### config.mk
export PLATFORM = sky130hd
export DESIGN_NAME = axi_burst_dumper
export DESIGN_NICKNAME = d
export VERILOG_FILES = /design/src/rtl/dumper_pkg.sv /design/src/rtl/dumper_beat_buf.sv /design/src/rtl/axi_burst_dumper.sv
export SDC_FILE = /design/constraint.sdc
export NUM_CORES = 2
export LEC_CHECK = 0
export CAP_MARGIN = 25
export CORE_MARGIN = 2
export CORE_UTILIZATION = 50
export CTS_CLUSTER_DIAMETER = 100
export DETAILED_ROUTE_END_ITERATION = 10
export PLACE_DENSITY = 0.66
export REMOVE_ABC_BUFFERS = 1
export SLEW_MARGIN = 20
export SYNTH_ARGS = -nofsm -noshare
export SYNTH_HDL_FRONTEND = slang
export SYNTH_SLANG_ARGS = --single-unit
### constraint.sdc
create_clock -name clk -period 36.1 [get_ports clk]
set_input_delay 3.61 -clock clk [delete_from_list [all_inputs] [get_ports clk]]
set_output_delay 3.61 -clock clk [all_outputs]
set_load 0.02 [all_outputs]
### src/rtl/dumper_pkg.sv
// rtl/dumper_pkg.sv - shared types and constants for axi_burst_dumper
package dumper_pkg;

  typedef enum logic [2:0] {
    S_IDLE,
    S_HDR,
    S_AR,
    S_RD,
    S_TX,
    S_FIN
  } state_t;

  localparam logic [1:0] BURST_INCR = 2'b01;
  localparam logic [1:0] RESP_OKAY  = 2'b00;
  localparam logic [7:0] HDR_BYTE0  = 8'hA5;
  localparam logic [7:0] HDR_BYTE1  = 8'h5A;

  // ceil(log2(v)) for v in 1..128, sized for the AXI arsize field
  function automatic logic [2:0] clog2(input int unsigned v);
    logic [2:0] r;
    r = 3'd0;
    for (int i = 0; i < 7; i++) begin
      if ((32'd1 << i) < v) r = r + 3'd1;
    end
    return r;
  endfunction

endpackage

### src/rtl/dumper_beat_buf.sv
// rtl/dumper_beat_buf.sv - one-burst beat buffer with byte-select read port
module dumper_beat_buf #(
  parameter int unsigned BEAT_BYTES = 32,
  parameter int unsigned BURST_LEN  = 16,
  parameter int          MSB_FIRST  = 0,
  parameter int          BI_W       = 4,
  parameter int          BY_W       = 5
) (
  input  logic                    clk,
  input  logic                    wr_en,
  input  logic [BI_W-1:0]         wr_addr,
  input  logic [BEAT_BYTES*8-1:0] wr_data,
  input  logic [BI_W-1:0]         rd_addr,
  input  logic [BY_W-1:0]         rd_byte,
  output logic [7:0]              rd_data
);

  logic [BEAT_BYTES*8-1:0] mem [BURST_LEN];
  logic [BEAT_BYTES*8-1:0] beat;
  logic [BY_W-1:0]         sel;

  always_ff @(posedge clk) begin
    if (wr_en) mem[wr_addr] <= wr_data;
  end

  assign beat = mem[rd_addr];
  // Serial order: index 0 maps to the lowest or the highest byte lane
  assign sel     = (MSB_FIRST != 0) ? (BY_W'(BEAT_BYTES - 1) - rd_byte) : rd_byte;
  assign rd_data = beat[sel*8 +: 8];

endmodule

### src/rtl/axi_burst_dumper.sv
// rtl/axi_burst_dumper.sv - AXI4 ring reader that streams bursts out byte-wise to a UART
// Optional dump header (A5 5A SEQ LEN) enabled by defining DUMPER_HEADER_EN.
module axi_burst_dumper
  import dumper_pkg::*;
#(
  parameter int unsigned BEAT_BYTES  = 32,
  parameter int unsigned BURST_LEN   = 16,
  parameter int unsigned TOTAL_BEATS = 416,
  parameter logic [31:0] RING_BASE   = 32'h0,
  parameter logic [31:0] RING_SIZE   = 32'h4000,
  parameter logic [3:0]  AXI_ID      = 4'h0,
  parameter int          MSB_FIRST   = 0
) (
  input  logic                    clk,
  input  logic                    rst_n,
  input  logic                    read_start,
  input  logic [31:0]             read_addr,
  output logic                    busy,
  output logic                    done,
  output logic                    start_drop,
  output logic                    resp_err,
  output logic [3:0]              arid,
  output logic [31:0]             araddr,
  output logic [7:0]              arlen,
  output logic [2:0]              arsize,
  output logic [1:0]              arburst,
  output logic                    arvalid,
  input  logic                    arready,
  input  logic [3:0]              rid,
  input  logic [BEAT_BYTES*8-1:0] rdata,
  input  logic [1:0]              rresp,
  input  logic                    rlast,
  input  logic                    rvalid,
  output logic                    rready,
  output logic [7:0]              tx_data,
  output logic                    tx_valid,
  input  logic                    tx_ready
);

  localparam int BI_W = (BURST_LEN > 1) ? $clog2(BURST_LEN) : 1;
  localparam int BY_W = $clog2(BEAT_BYTES);
  localparam int CW   = $clog2(TOTAL_BEATS + 1);

  localparam logic [31:0]     BURST_BYTES = 32'(BURST_LEN * BEAT_BYTES);
  localparam logic [32:0]     RING_END    = {1'b0, RING_BASE} + {1'b0, RING_SIZE};
  localparam logic [CW-1:0]   LAST_CNT    = CW'(TOTAL_BEATS - BURST_LEN);
  localparam logic [CW-1:0]   BURST_CNT   = CW'(BURST_LEN);
  localparam logic [BI_W-1:0] LAST_IDX    = BI_W'(BURST_LEN - 1);
  localparam logic [BY_W-1:0] LAST_BYTE   = BY_W'(BEAT_BYTES - 1);

  state_t          state;
  logic [31:0]     cur_addr;
  logic            pend_valid;
  logic [31:0]     pend_addr;
  logic [CW-1:0]   beat_cnt;
  logic [BI_W-1:0] rd_idx;
  logic [BI_W-1:0] last_beat;
  logic [BI_W-1:0] tx_beat;
  logic [BY_W-1:0] tx_byte;
  logic [7:0]      buf_byte;
  logic            buf_we;
  logic [31:0]     addr_inc;
  logic [31:0]     next_addr;
  logic            unused_ok;

`ifdef DUMPER_HEADER_EN
  localparam logic [7:0] HDR_LEN = 8'((TOTAL_BEATS / BURST_LEN) % 256);
  logic [1:0] hdr_idx;
  logic [7:0] seq;
  logic [7:0] hdr_byte;

  always_comb begin
    hdr_byte = HDR_BYTE0;
    case (hdr_idx)
      2'd0: hdr_byte = HDR_BYTE0;
      2'd1: hdr_byte = HDR_BYTE1;
      2'd2: hdr_byte = seq;
      2'd3: hdr_byte = HDR_LEN;
      default: hdr_byte = HDR_BYTE0;
    endcase
  end

  assign tx_data = !tx_valid ? 8'h00 : ((state == S_HDR) ? hdr_byte : buf_byte);
`else
  assign tx_data = tx_valid ? buf_byte : 8'h00;
`endif

  // Ring wrap: the next burst address folds back by one ring size at the end
  assign addr_inc  = cur_addr + BURST_BYTES;
  assign next_addr = ({1'b0, addr_inc} >= RING_END) ? (addr_inc - RING_SIZE) : addr_inc;

  assign buf_we    = (state == S_RD) && rvalid && rready;
  assign unused_ok = ^{rid, 1'b0};

  dumper_beat_buf #(
    .BEAT_BYTES (BEAT_BYTES),
    .BURST_LEN  (BURST_LEN),
    .MSB_FIRST  (MSB_FIRST),
    .BI_W       (BI_W),
    .BY_W       (BY_W)
  ) u_buf (
    .clk     (clk),
    .wr_en   (buf_we),
    .wr_addr (rd_idx),
    .wr_data (rdata),
    .rd_addr (tx_beat),
    .rd_byte (tx_byte),
    .rd_data (buf_byte)
  );

  always_ff @(posedge clk or negedge rst_n) begin
    if (!rst_n) begin
      state      <= S_IDLE;
      cur_addr   <= 32'h0;
      pend_valid <= 1'b0;
      pend_addr  <= 32'h0;
      beat_cnt   <= '0;
      rd_idx     <= '0;
      last_beat  <= '0;
      tx_beat    <= '0;
      tx_byte    <= '0;
      busy       <= 1'b0;
      done       <= 1'b0;
      start_drop <= 1'b0;
      resp_err   <= 1'b0;
      arid       <= 4'h0;
      araddr     <= 32'h0;
      arlen      <= 8'h0;
      arsize     <= 3'h0;
      arburst    <= 2'b00;
      arvalid    <= 1'b0;
      rready     <= 1'b0;
      tx_valid   <= 1'b0;
`ifdef DUMPER_HEADER_EN
      hdr_idx    <= 2'd0;
      seq        <= 8'h00;
`endif
    end else begin
      done       <= 1'b0;
      start_drop <= 1'b0;

      // Requests arriving outside IDLE go to the single pending slot
      if (read_start && (state != S_IDLE)) begin
        if (pend_valid) begin
          start_drop <= 1'b1;
        end else begin
          pend_valid <= 1'b1;
          pend_addr  <= read_addr;
        end
      end

      case (state)
        S_IDLE: begin
          if (pend_valid || read_start) begin
            cur_addr <= pend_valid ? pend_addr : read_addr;
            if (pend_valid) begin
              pend_valid <= read_start;
              pend_addr  <= read_addr;
            end
            busy     <= 1'b1;
            beat_cnt <= '0;
`ifdef DUMPER_HEADER_EN
            hdr_idx  <= 2'd0;
            tx_valid <= 1'b1;
            state    <= S_HDR;
`else
            state    <= S_AR;
`endif
          end
        end

        S_HDR: begin
`ifdef DUMPER_HEADER_EN
          if (tx_ready) begin
            hdr_idx <= hdr_idx + 2'd1;
            if (hdr_idx == 2'd3) begin
              tx_valid <= 1'b0;
              state    <= S_AR;
            end
          end
`else
          state <= S_AR;
`endif
        end

        S_AR: begin
          if (!arvalid) begin
            arvalid <= 1'b1;
            araddr  <= cur_addr;
            arlen   <= 8'(BURST_LEN - 1);
            arsize  <= clog2(BEAT_BYTES);
            arburst <= BURST_INCR;
            arid    <= AXI_ID;
          end else if (arready) begin
            arvalid <= 1'b0;
            rready  <= 1'b1;
            rd_idx  <= '0;
            state   <= S_RD;
          end
        end

        S_RD: begin
          if (rvalid && rready) begin
            if (rresp != RESP_OKAY) resp_err <= 1'b1;
            if (rlast || (rd_idx == LAST_IDX)) begin
              rready    <= 1'b0;
              last_beat <= rd_idx;
              tx_beat   <= '0;
              tx_byte   <= '0;
              tx_valid  <= 1'b1;
              state     <= S_TX;
            end else begin
              rd_idx <= rd_idx + BI_W'(1);
            end
          end
        end

        S_TX: begin
          if (tx_ready) begin
            if (tx_byte == LAST_BYTE) begin
              tx_byte <= '0;
              if (tx_beat == last_beat) begin
                tx_valid <= 1'b0;
                cur_addr <= next_addr;
                beat_cnt <= beat_cnt + BURST_CNT;
                state    <= (beat_cnt == LAST_CNT) ? S_FIN : S_AR;
              end else begin
                tx_beat <= tx_beat + BI_W'(1);
              end
            end else begin
              tx_byte <= tx_byte + BY_W'(1);
            end
          end
        end

        S_FIN: begin
          done  <= 1'b1;
          busy  <= 1'b0;
          state <= S_IDLE;
`ifdef DUMPER_HEADER_EN
          seq   <= seq + 8'h01;
`endif
        end

        default: state <= S_IDLE;
      endcase
    end
  end

endmodule

==> results.tsv <==
metric	value	unit
post_cts_buffers	0	
syn_to_final_growth	13.60	%
wl	430300	um
vias	84510	
slew_headroom	26.64	%
critPathArrivalTime	8320	ps
drc_errors	0	
fin_crit	11930	ps
finalClockSkew	64.48	ps
grt_start_max_net_pins	132	
finalNonFillerCells	13220	
gp_congestion	0.8139	
hpwl	225500	um
end_kind	primary output	
synth.most_common_cell	edfxtp_1	
worstMarginPinSlew	1096	ps
clk_latency	990	ps
synth_seq_cells	4226	
fp.dieH	577.6	um
cts_sinks	4226	
status	complete, no violations	
whs	479.6	ps
worstHoldPathType	reg -> reg	
postRouteAntennaNets	0	
numCtsBuffers	422	
grt_pass1_wl	610000	um
finalSetupViolCount	0	
cts_max_path_buffers	4	
num_rows	210	
synth_cell_types	89	
die_width	577.6	um
die_area	333600	sq um
grt_usage	25.51	%
critPathRequiredTime	32490	ps
yosysSeqAreaShare	76.74	%
tns	0	ps
crit_top_cell	buf_4	
ys.flop_type	edfxtp_1	
synthCells	7974	
dr.pass1.iters	6	
crit_path_start_kind	flop	
fin_nets	8790	
vias_per_cell	6.392	
wl_per_cell	32.55	um
crit_path_max_fanout	46	
synth_top_area_share	74.76	%
grt_pass1_vias	83380	
synth-edff-count	4096	
core_area	327400	sq um
io_buffers	350	
max_freq	0.08385	GHz
clockRootBuffer	clkbuf_16	
syn_avg_cell_area	20.63	sq um
yosys_warnings	0	
path_class	reg -> out	
ir_worst_vdd	0.05892	mV
synth_area	164500	sq um
dpl.cell_count	12400	
crit_path_top_delay_cell	dfrtp_4	
synth_top_cell_by_area	edfxtp_1	
finalHoldViolations	0	
maxCapViolCount	0	
grt.overflow.total	0	
power_density	69.99	nW/um^2
grt_setup_unrepaired	no	
cts_max_level	5	
synth.area.top_cells	edfxtp_1 75%, mux4_2 10%, mux2i_1 4.5%, dfrtp_1 2.0%, o221ai_1 1.6%	
drive_above_1_share	19.35	%
crit_chain	buf_4 > buf_4 > buf_4 > buf_4 > mux4_2 > mux4_2 > mux2i_1 > o21ai_0 > nand3_1 > o211ai_1 > clkdlybuf4s50_1	
ys_async_sr_fraction	3.076	%
post_cts_resized	0	
power.leakage	57.53	nW
antenna_found_initial	121	
clk_pin_slew_worst_paths	60	ps
initialDrtViolationCount	10500	
num_io_pins	365	
cts_hold_buf	0	
synth_common_cells	4096 x edfxtp_1, 747 x mux4_2, 732 x mux2i_1	
cts_tree	done	
max_stage_delay	1070	ps
slew_violations	0	
start_util	50.25	%
finalCritPeriodShare	33.04	%
metrics by stage:
stage               power [mW]  area (sq um)  util, %  setup slack (ps)
global placement         8.779        172800    52.77             24950
floorplan                10.84        161900        -            -19830
global route             13.52        186800    57.06             23810
CTS                      13.15        186700    57.02             23970
finish                   13.08        186900    57.08             24170
detailed placement       8.811        172800    52.78             25020
power breakdown:
group          switching (mW)  internal [mW]
Combinational            1.80           1.26
Sequential              0.129           5.52
Clock                    1.84           2.53
Total                    3.77           9.31
path summary, 6_finish.rpt:
| check | start | depth (start not counted) | slack, ps | to |
|---|---|---|---|---|
| max in group asynchronous | rst_n | 3 | 32280 | cur_addr[0] |
| worst max-delay path | tx_beat[0] | 11 | 24170 | tx_data[3] |
| worst max register to register | state[1] | 7 | 30370 | u_buf.mem[11][83] |
| worst min register to register | resp_err | 1 | 480 | resp_err |
| worst min-delay path | resp_err | 1 | 480 | resp_err |
| min in group asynchronous | rst_n | 1 | 2720 | araddr[22] |
final cells by class:
cell class	count	area, sq um
diodes	40	100.1
clock buffers	507	11000
clock inverters	275	2858
fillers	23790	140500
inverters	21	96.34
multi-input cells	3246	35730
flip-flops and latches	4226	126300
well taps	4346	5438
repair buffers	560	5378
flip-flops by register name, summed over array words and instances (netlist names):
register / count
beat_cnt: 5
arlen: 1
cur_addr: 32
start_drop: 1
araddr: 32
resp_err: 1
pend_valid: 1
tx_valid: 1
tx_byte: 5
u_buf.mem: 4096
busy: 1
arvalid: 1
rready: 1
pend_addr: 32
state: 3
done: 1
last_beat: 4
tx_beat: 4
rd_idx: 4
cells in the final DEF (no fill, tap or decap), drive strengths merged, types with 10 or more instances in the layout:
| master | Yosys | final |
|---|---|---|
| edfxtp | 4096 | 4096 |
| mux4 | 747 | 747 |
| mux2i | 732 | 732 |
| clkbuf | 231 | 507 |
| clkdlybuf4s50 | 0 | 349 |
| o221ai | 296 | 296 |
| a21oi | 223 | 223 |
| buf | 259 | 211 |
| clkinv | 2 | 199 |
| nand2 | 167 | 167 |
| o22ai | 159 | 159 |
| nor2 | 141 | 141 |
| dfrtp | 130 | 130 |
| nor3 | 115 | 115 |
| o21ai | 109 | 109 |
| mux2 | 76 | 76 |
| nand3 | 75 | 75 |
| bufinv | 0 | 49 |
| diode | 0 | 40 |
| inv | 19 | 31 |
| a31oi | 30 | 30 |
| and2 | 29 | 29 |
| o31ai | 27 | 27 |
| nand4 | 22 | 22 |
| or3 | 21 | 21 |
| xnor2 | 19 | 19 |
| a211oi | 19 | 19 |
| clkinvlp | 0 | 17 |
| and3 | 14 | 14 |
| a21o | 14 | 14 |
| o311ai | 14 | 14 |
| nor4 | 14 | 14 |
| o211ai | 13 | 13 |
| ha | 12 | 12 |
| conb | 1 | 10 |
cells by family (layout without fill, tap and decap cells):
logic type                 count (synthesis)  in the layout  share of synthesized area, %
DFF                                     4226           4226                         76.74
muxes                                   1555           1555                         15.20
AOI/OAI and AO/OA                       1005           1005                         4.311
and+or+nand+nor                          637            637                         1.869
buffers and inverters                    511           1363                         1.640
xor gates and xnor gates                  27             27                        0.1437
adders and majority gates                 12             12                       0.09126
other                                      1             50                      0.002279
metal layers:
metal  routed length [um]  global-route usage [%]
met1               169000                   35.70
met2               207500                   41.11
met3                40670                   4.874
met4                12530                   7.489
met5                  562                       0
worst max-delay path, delay by kind of cell, from the launching register on:
family          cells  cell delay, ps
mux                 3            1490
buf+inv             5            3620
flops               1            1070
compound gates      2             750
simple gates        1             210
Power figures use the tool's default switching activity.
